<file path="config.mk">
export PLATFORM = sky130hd
export DESIGN_NAME = counter_load_sequencer
export DESIGN_NICKNAME = d
export VERILOG_FILES = /design/src/rtl/counter_load_sequencer.sv
export SDC_FILE = /design/constraint.sdc
export NUM_CORES = 1
export LEC_CHECK = 0
export CORE_MARGIN = 5
export CORE_UTILIZATION = 45
export DETAILED_ROUTE_END_ITERATION = 10
export DONT_BUFFER_PORTS = 1
export PLACE_DENSITY = 0.67
export SLEW_MARGIN = 30
export SYNTH_ARGS = -nofsm -noshare
export SYNTH_HDL_FRONTEND = slang
export SYNTH_SLANG_ARGS = --single-unit
</file>
<file path="constraint.sdc">
create_clock -name clk -period 2.3 [get_ports clk]
set_clock_uncertainty 0.05 [all_clocks]
set_input_delay 0.46 -clock clk [delete_from_list [all_inputs] [get_ports clk]]
set_output_delay 0.46 -clock clk [all_outputs]
set_load 0.01 [all_outputs]
</file>
<file path="src/rtl/counter_load_sequencer.sv">
`default_nettype none
// counter_load_sequencer: FIFO-buffered timed load commands, issued as one-cycle load pulses to the up-counter.
// Rev 1.0
module counter_load_sequencer #(
  parameter int DEPTH = 4,
  parameter int W     = 4
) (
  input  logic                     clk,
  input  logic                     rstn,
  input  logic                     cmd_valid,
  output logic                     cmd_ready,
  input  logic [W-1:0]             cmd_value,
  input  logic [3:0]               cmd_wait,
  input  logic                     flush,
  output logic                     load,
  output logic [W-1:0]             data,
  output logic                     busy,
  output logic [$clog2(DEPTH):0]   level
);

  localparam int AW = $clog2(DEPTH);
  localparam int LW = AW + 1;
  localparam int EW = W + 4;

  typedef enum logic [1:0] {
    IDLE = 2'd0,
    WAIT = 2'd1,
    FIRE = 2'd2
  } state_t;

  state_t          state;
  logic [EW-1:0]   mem [DEPTH];
  logic [AW-1:0]   wr_ptr;
  logic [AW-1:0]   rd_ptr;
  logic [3:0]      timer;
  logic [W-1:0]    data_hold;

  logic            full;
  logic            empty;
  logic            push;
  logic            pop;
  logic [EW-1:0]   head;

  assign full      = (level == LW'(DEPTH));
  assign empty     = (level == '0);
  assign cmd_ready = !full && !flush;
  assign push      = cmd_valid && cmd_ready;
  assign pop       = (state == IDLE) && !empty && !flush;
  assign head      = mem[rd_ptr];
  assign busy      = (state != IDLE) || !empty;

  // Storage carries no reset: occupancy is tracked by level and the pointers.
  always_ff @(posedge clk) begin
    if (push) begin
      mem[wr_ptr] <= {cmd_value, cmd_wait};
    end
  end

  always_ff @(posedge clk or negedge rstn) begin
    if (!rstn) begin
      wr_ptr <= '0;
      rd_ptr <= '0;
      level  <= '0;
    end else if (flush) begin
      wr_ptr <= '0;
      rd_ptr <= '0;
      level  <= '0;
    end else begin
      if (push) wr_ptr <= wr_ptr + AW'(1);
      if (pop)  rd_ptr <= rd_ptr + AW'(1);
      if (push && !pop)      level <= level + LW'(1);
      else if (pop && !push) level <= level - LW'(1);
    end
  end

  // load/data are set on the edge entering FIRE so the strobe is a clean register output.
  always_ff @(posedge clk or negedge rstn) begin
    if (!rstn) begin
      state     <= IDLE;
      load      <= 1'b0;
      data      <= '0;
      timer     <= '0;
      data_hold <= '0;
    end else begin
      load <= 1'b0;
      if (flush) begin
        state <= IDLE;
      end else begin
        case (state)
          IDLE: begin
            if (pop) begin
              data_hold <= head[EW-1:4];
              timer     <= head[3:0];
              if (head[3:0] == 4'd0) begin
                state <= FIRE;
                load  <= 1'b1;
                data  <= head[EW-1:4];
              end else begin
                state <= WAIT;
              end
            end
          end
          WAIT: begin
            timer <= timer - 4'd1;
            if (timer == 4'd1) begin
              state <= FIRE;
              load  <= 1'b1;
              data  <= data_hold;
            end
          end
          FIRE:    state <= IDLE;
          default: state <= IDLE;
        endcase
      end
    end
  end

endmodule
`default_nettype wire
</file>
### After elaboration in Yosys (flattened, before gate mapping)

Memories as Yosys holds them, arrays and structs flattened.
Cells that the tools add are included.

* RAM bits: 32
* memories kept: 1
* register bits: 22
* latch bits: 0
* bits in read-only memories: 0

Memories
* mem: depth 4, bits a word 8, rd ports 1, clocked after Yosys merged registers in 0, write ports 1, RTL line 32 `logic [EW-1:0] mem [DEPTH];`

* magnitude comparators: 0
* bitwise gates (word level): 1
* equality and inequality tests: 8
* muxes and demuxes: 25
* reductions and logical operators: 24
* multipliers: 0
* shift-type cells: 0
* div/mod/pow operators: 0
* add/subtract/negate cells: 5

Operators by type and width (number)
* 2-to-1 mux 2 bit: 8
* 2-to-1 mux 4 bit: 4
* one-hot mux 4 bit (2 select lines): 2
* 2-to-1 mux 3 bit: 3
* nonzero test 2 bit: 4
* logical AND 1 bit: 6
* 2-to-1 mux 1 bit: 6
* inequality test 3 bit, second input constant: 2
* AND reduction 3 bit: 2
* logical NOT 1 bit: 5
* AND reduction 5 bit: 1
* adder 2 x 1 -> 2 bit, second input constant: 2
* == test 4 x 1 -> 1 bit, second input constant: 1
* logical NOT 4 bit: 1
* inequality test 2 bit, second input constant: 2
* one-hot mux 2 bit (2 select lines): 1
* subtractor 4 x 1 -> 4 bit, second input constant: 1
* adder 3 x 1 -> 3 bit, second input constant: 1
* == test 3 bit, second input constant: 1
* logical NOT 3 bit: 1
* nonzero test 3 bit: 1
* subtractor 3 x 1 -> 3 bit, second input constant: 1
* == test 2 x 1 -> 1 bit, second input constant: 1
* logical NOT 2 bit: 1
* other kinds (5): 5

### Logic depth before layout (Yosys ltp)

* depth after elaboration: 9
* mapped depth: 7

### Least setup slack after synthesis

No wires, ideal clock.

* path kind: input to register
* from: input port flush
* to: register data[0]
* data arrival time: 1999 ps
* buffers on the path: 2
* setup slack: 126 ps
* stages: 7
* path through: buf_2 -> or2_1 -> or3_1 -> clkbuf_1 -> nand2b_1 -> a21o_4 -> mux2_4

* cells in the longest elaborated chain, start to end: 4

Ends and longest elaborated chain
* start, declared: RTL line 14 `input logic flush,`
* logical NOT 1 bit: RTL line 48 `assign pop = (state == IDLE) && !empty && !flush;`
* logical AND 1 bit: RTL line 48
* inequality test 2 bit (no source line)
* AND reduction 5 bit (no source line) (*)
* end signal, assigned: RTL line 97 `data <= head[EW-1:4];`
* end signal, assigned: RTL line 108 `data <= data_hold;`
* end, declared: RTL line 16 `output logic [W-1:0] data,`

Mark *: on every way between the ends. The rest lies on a longest branch, timed or not.
A chain may end at the register's enable or synchronous reset.

### Worst setup path in the final report

* from: register rd_ptr[0]
* to: register data[0]

* cells in the longest elaborated chain, start to end: 4

Ends and longest elaborated chain
* start, declared: RTL line 34 `logic [AW-1:0] rd_ptr;`
* start signal, assigned: RTL line 70 `if (pop) rd_ptr <= rd_ptr + AW'(1);`
* memory read (4 x 8 bit) (*)
* logical NOT 4 bit or 2-to-1 mux 4 bit (tied branches): RTL line 94 `if (head[3:0] == 4'd0) begin`
* inequality test 2 x 1 -> 1 bit (no source line) or 2-to-1 mux 4 bit (tied branches)
* AND reduction 5 bit (no source line) or one-hot mux 4 bit (2 select lines) (tied branches)

Mark *: on every way between the ends. The rest lies on a longest branch, timed or not. The select of a mux whose other input is x is not followed.

==> metrics <==
clk slew on worst S/H paths 100 ps; flop and latch count out of synthesis 54; vias in the first global route 1,309; type of the worst setup path register to register; global route overflow 0; clock root buffer clkbuf_8; Syn Area/Cell 15.0 µm²; Worst path max stage delay 570 ps; via count 1,257; Synth Instances 162; gpl congestion 0.807; Routed Antenna Nets 0; layout cell share with drive strength beyond 1 20.5%; Residual DRC 0; max-slew violations 0; Tmin final 2160 ps; clock sink count 54; WP data required 2450 ps; Critical Path Fanout Max 7; met3 wire length 242 µm; Final Cycle Share 93.8%; LEAKAGE 1.03 nW; Port Buffers 0; slowest CP cell mux4_2; global-route wire length before repair 6.58 mm; n_diodes 0; worst r2r src rd_ptr[0]; setup ws final 141 ps; max-cap check violation count 0; Die ar. 6960 µm²; GRT Total Usage 12.2%; Final TNS setup 0 ps; final wirelength 3.81 mm; pre-CTS WS 34.0 ps; DRT Pass-1 Iters 4; core area 5170 µm²; initial antenna violation count 0; CTS buffer count 5; largest net degree at the start of global routing 23; RSZ-0062 raised after global routing false; most common flop cell mapped by yosys edfxtp_1; Reg-to-Reg End data[0]; total power 3.09 mW; worst slew pin tran 495 ps; Initial Util 46.9%; # setup viols final 0; critical path, cell by cell mux4_2 > nor4_4 > nand2b_1 > a21o_4 > mux2_4; Worst EP arrival 2310 ps; Final Net Count 189; I/O pin total 22; status finished clean; Area Overhead vs Synth 8.62%; Clock Latency Late Sink 300 ps; Final Hold Viols 0; DR top layer met4; TritonCTS clock tree yes; Met1 Routed Length 1.62 mm; slew margin rel. 67.0%; DR vias/cell 5.22; Max Freq 463 MHz; row count 26; WL per Instance 15.8 µm; warnings from Yosys 0; Worst Hold Class input pin to asynchronous set/reset pin; r2r worst-path depth 5; syn_nets 181; CTS max path bufs 2; Starting DRT DRC Count 77; Die H 83.4 µm; crit end category register; Pwr Density 1170 nW/µm²; DP HPWL 2.85 mm; Die Width 83.4 µm; peak supply drop 456 µV; number of synthesized flops with an enable pin 32; ys async rst share 40.7%; CTS H-tree depth 2; Reg2Reg Setup Slack 140 ps; Mapped Area 2420 µm²; CP startpoint kind register; post-CTS setup buffers 0; met2 routed WL 1.91 mm; post-synthesis cell type count 36; sequential-to-total area share from yosys stat 62.3%
-- critical path: cells and delay by family (launching register included) --
kind / cells / cell delay, ps
simple gates: 2 / 420
compound gates: 1 / 240
mux: 2 / 870
flops: 1 / 470
-- what timing repair did --
item | 4_1_cts | 5_1_grt
hold buffers | 1 | 0
setup endpoints to repair | 0 | 5
gates resized for setup | 0 | 2
hold endpoints to repair | 22 | 0
-- cell type report --
| class | count | area [µm²] |
|---|---|---|
| fill | 419 | 2540 |
| sequential | 54 | 1510 |
| multi-input combinational | 93 | 853 |
| tap | 70 | 87.6 |
| clock buffer | 5 | 68.8 |
| timing repair buffer | 8 | 57.6 |
| inverter | 8 | 30.0 |
| clock inverter | 3 | 23.8 |
-- where the power goes --
group / switching, mW / internal, mW / leakage (nW) / total, mW
Combinational: 0.540 / 0.587 / 0.411 / 1.13
Sequential: 0.200 / 1.23 / 0.570 / 1.43
Clock: 0.309 / 0.222 / 0.0481 / 0.531
Total: 1.05 / 2.04 / 1.03 / 3.09
-- cell families after synthesis --
logic type | after synthesis | share of synthesized area, %
mux | 23 | 15.6
buf+inv | 15 | 2.68
fa+ha+maj | 7 | 3.92
xor+xnor | 2 | 0.723
simple gates | 43 | 9.60
flops | 54 | 62.3
compound gates | 18 | 5.11
-- layer usage --
layer / track usage [%] / vias up
met1: 14.5 / 618
met2: 19.7 / 27
met5: 0 / -
met4: 4.46 / 0
li1: - / 607
met3: 5.15 / 5
-- flip-flops by register name, indices dropped and copies added (netlist names) --
name       flops
data           4
data_hold      4
level          3
load           1
mem           32
rd_ptr         2
state          2
timer          4
wr_ptr         2
-- metrics by stage --
| step | util (%) | instance area (µm²) | instances | hold WS [ps] |
|---|---|---|---|---|
| floorplan | - | 2420 | 162 | 114 |
| global placement | 48.9 | 2530 | 232 | 115 |
| global route | 50.9 | 2630 | 241 | 90.9 |
| CTS | 50.9 | 2630 | 241 | 140 |
| detailed placement | 48.9 | 2530 | 232 | 116 |
| finish | 50.9 | 2630 | 241 | 53.1 |
-- how the worst max path moves through the flow --
stage,start,to,slack (ps)
5_1_grt,state[0],level[2],10
3_5_place_dp,rd_ptr[0],data[3],30
4_1_cts,rd_ptr[0],data[0],30
2_1_floorplan,flush,data[0],130
6_report,rd_ptr[0],data[0],140
3_3_place_gp,rd_ptr[0],data[3],80
-- synthesized netlist by cell type (2+ instances only) --
library cell,count,area share (%)
ha_1,6,3.1
a211oi_1,3,0.93
nor3b_1,4,1.2
dfrtp_1,22,23
a21oi_1,4,0.83
and2_1,5,1.3
mux4_2,3,2.8
mux2_4,4,2.5
mux2_2,8,3.7
edfxtp_1,32,40
inv_1,8,1.2
clkbuf_1,5,0.77
mux4_1,5,5.4
o21ai_0,4,0.83
nor3_1,4,0.83
mux2i_1,3,1.2
o31ai_1,2,0.62
nand2_1,9,1.4
nand2b_1,4,1.0
nor2_1,11,1.7
-- cell usage in the layout (no fill, tap or decap), types with 2 or more instances in the layout --
cell type	instances
edfxtp_1	32
nor2_1	11
mux2_4	4
mux4_1	5
a211oi_1	3
mux2_2	8
nand2b_1	4
and2_1	5
buf_4	7
dfrtp_1	21
o21ai_0	4
a21oi_1	4
mux2i_1	3
o31ai_1	2
ha_1	6
clkbuf_8	5
nor3b_1	3
nand2_1	9
inv_1	8
nor3_1	4
mux4_2	3
Power figures use the tool's default switching activity.
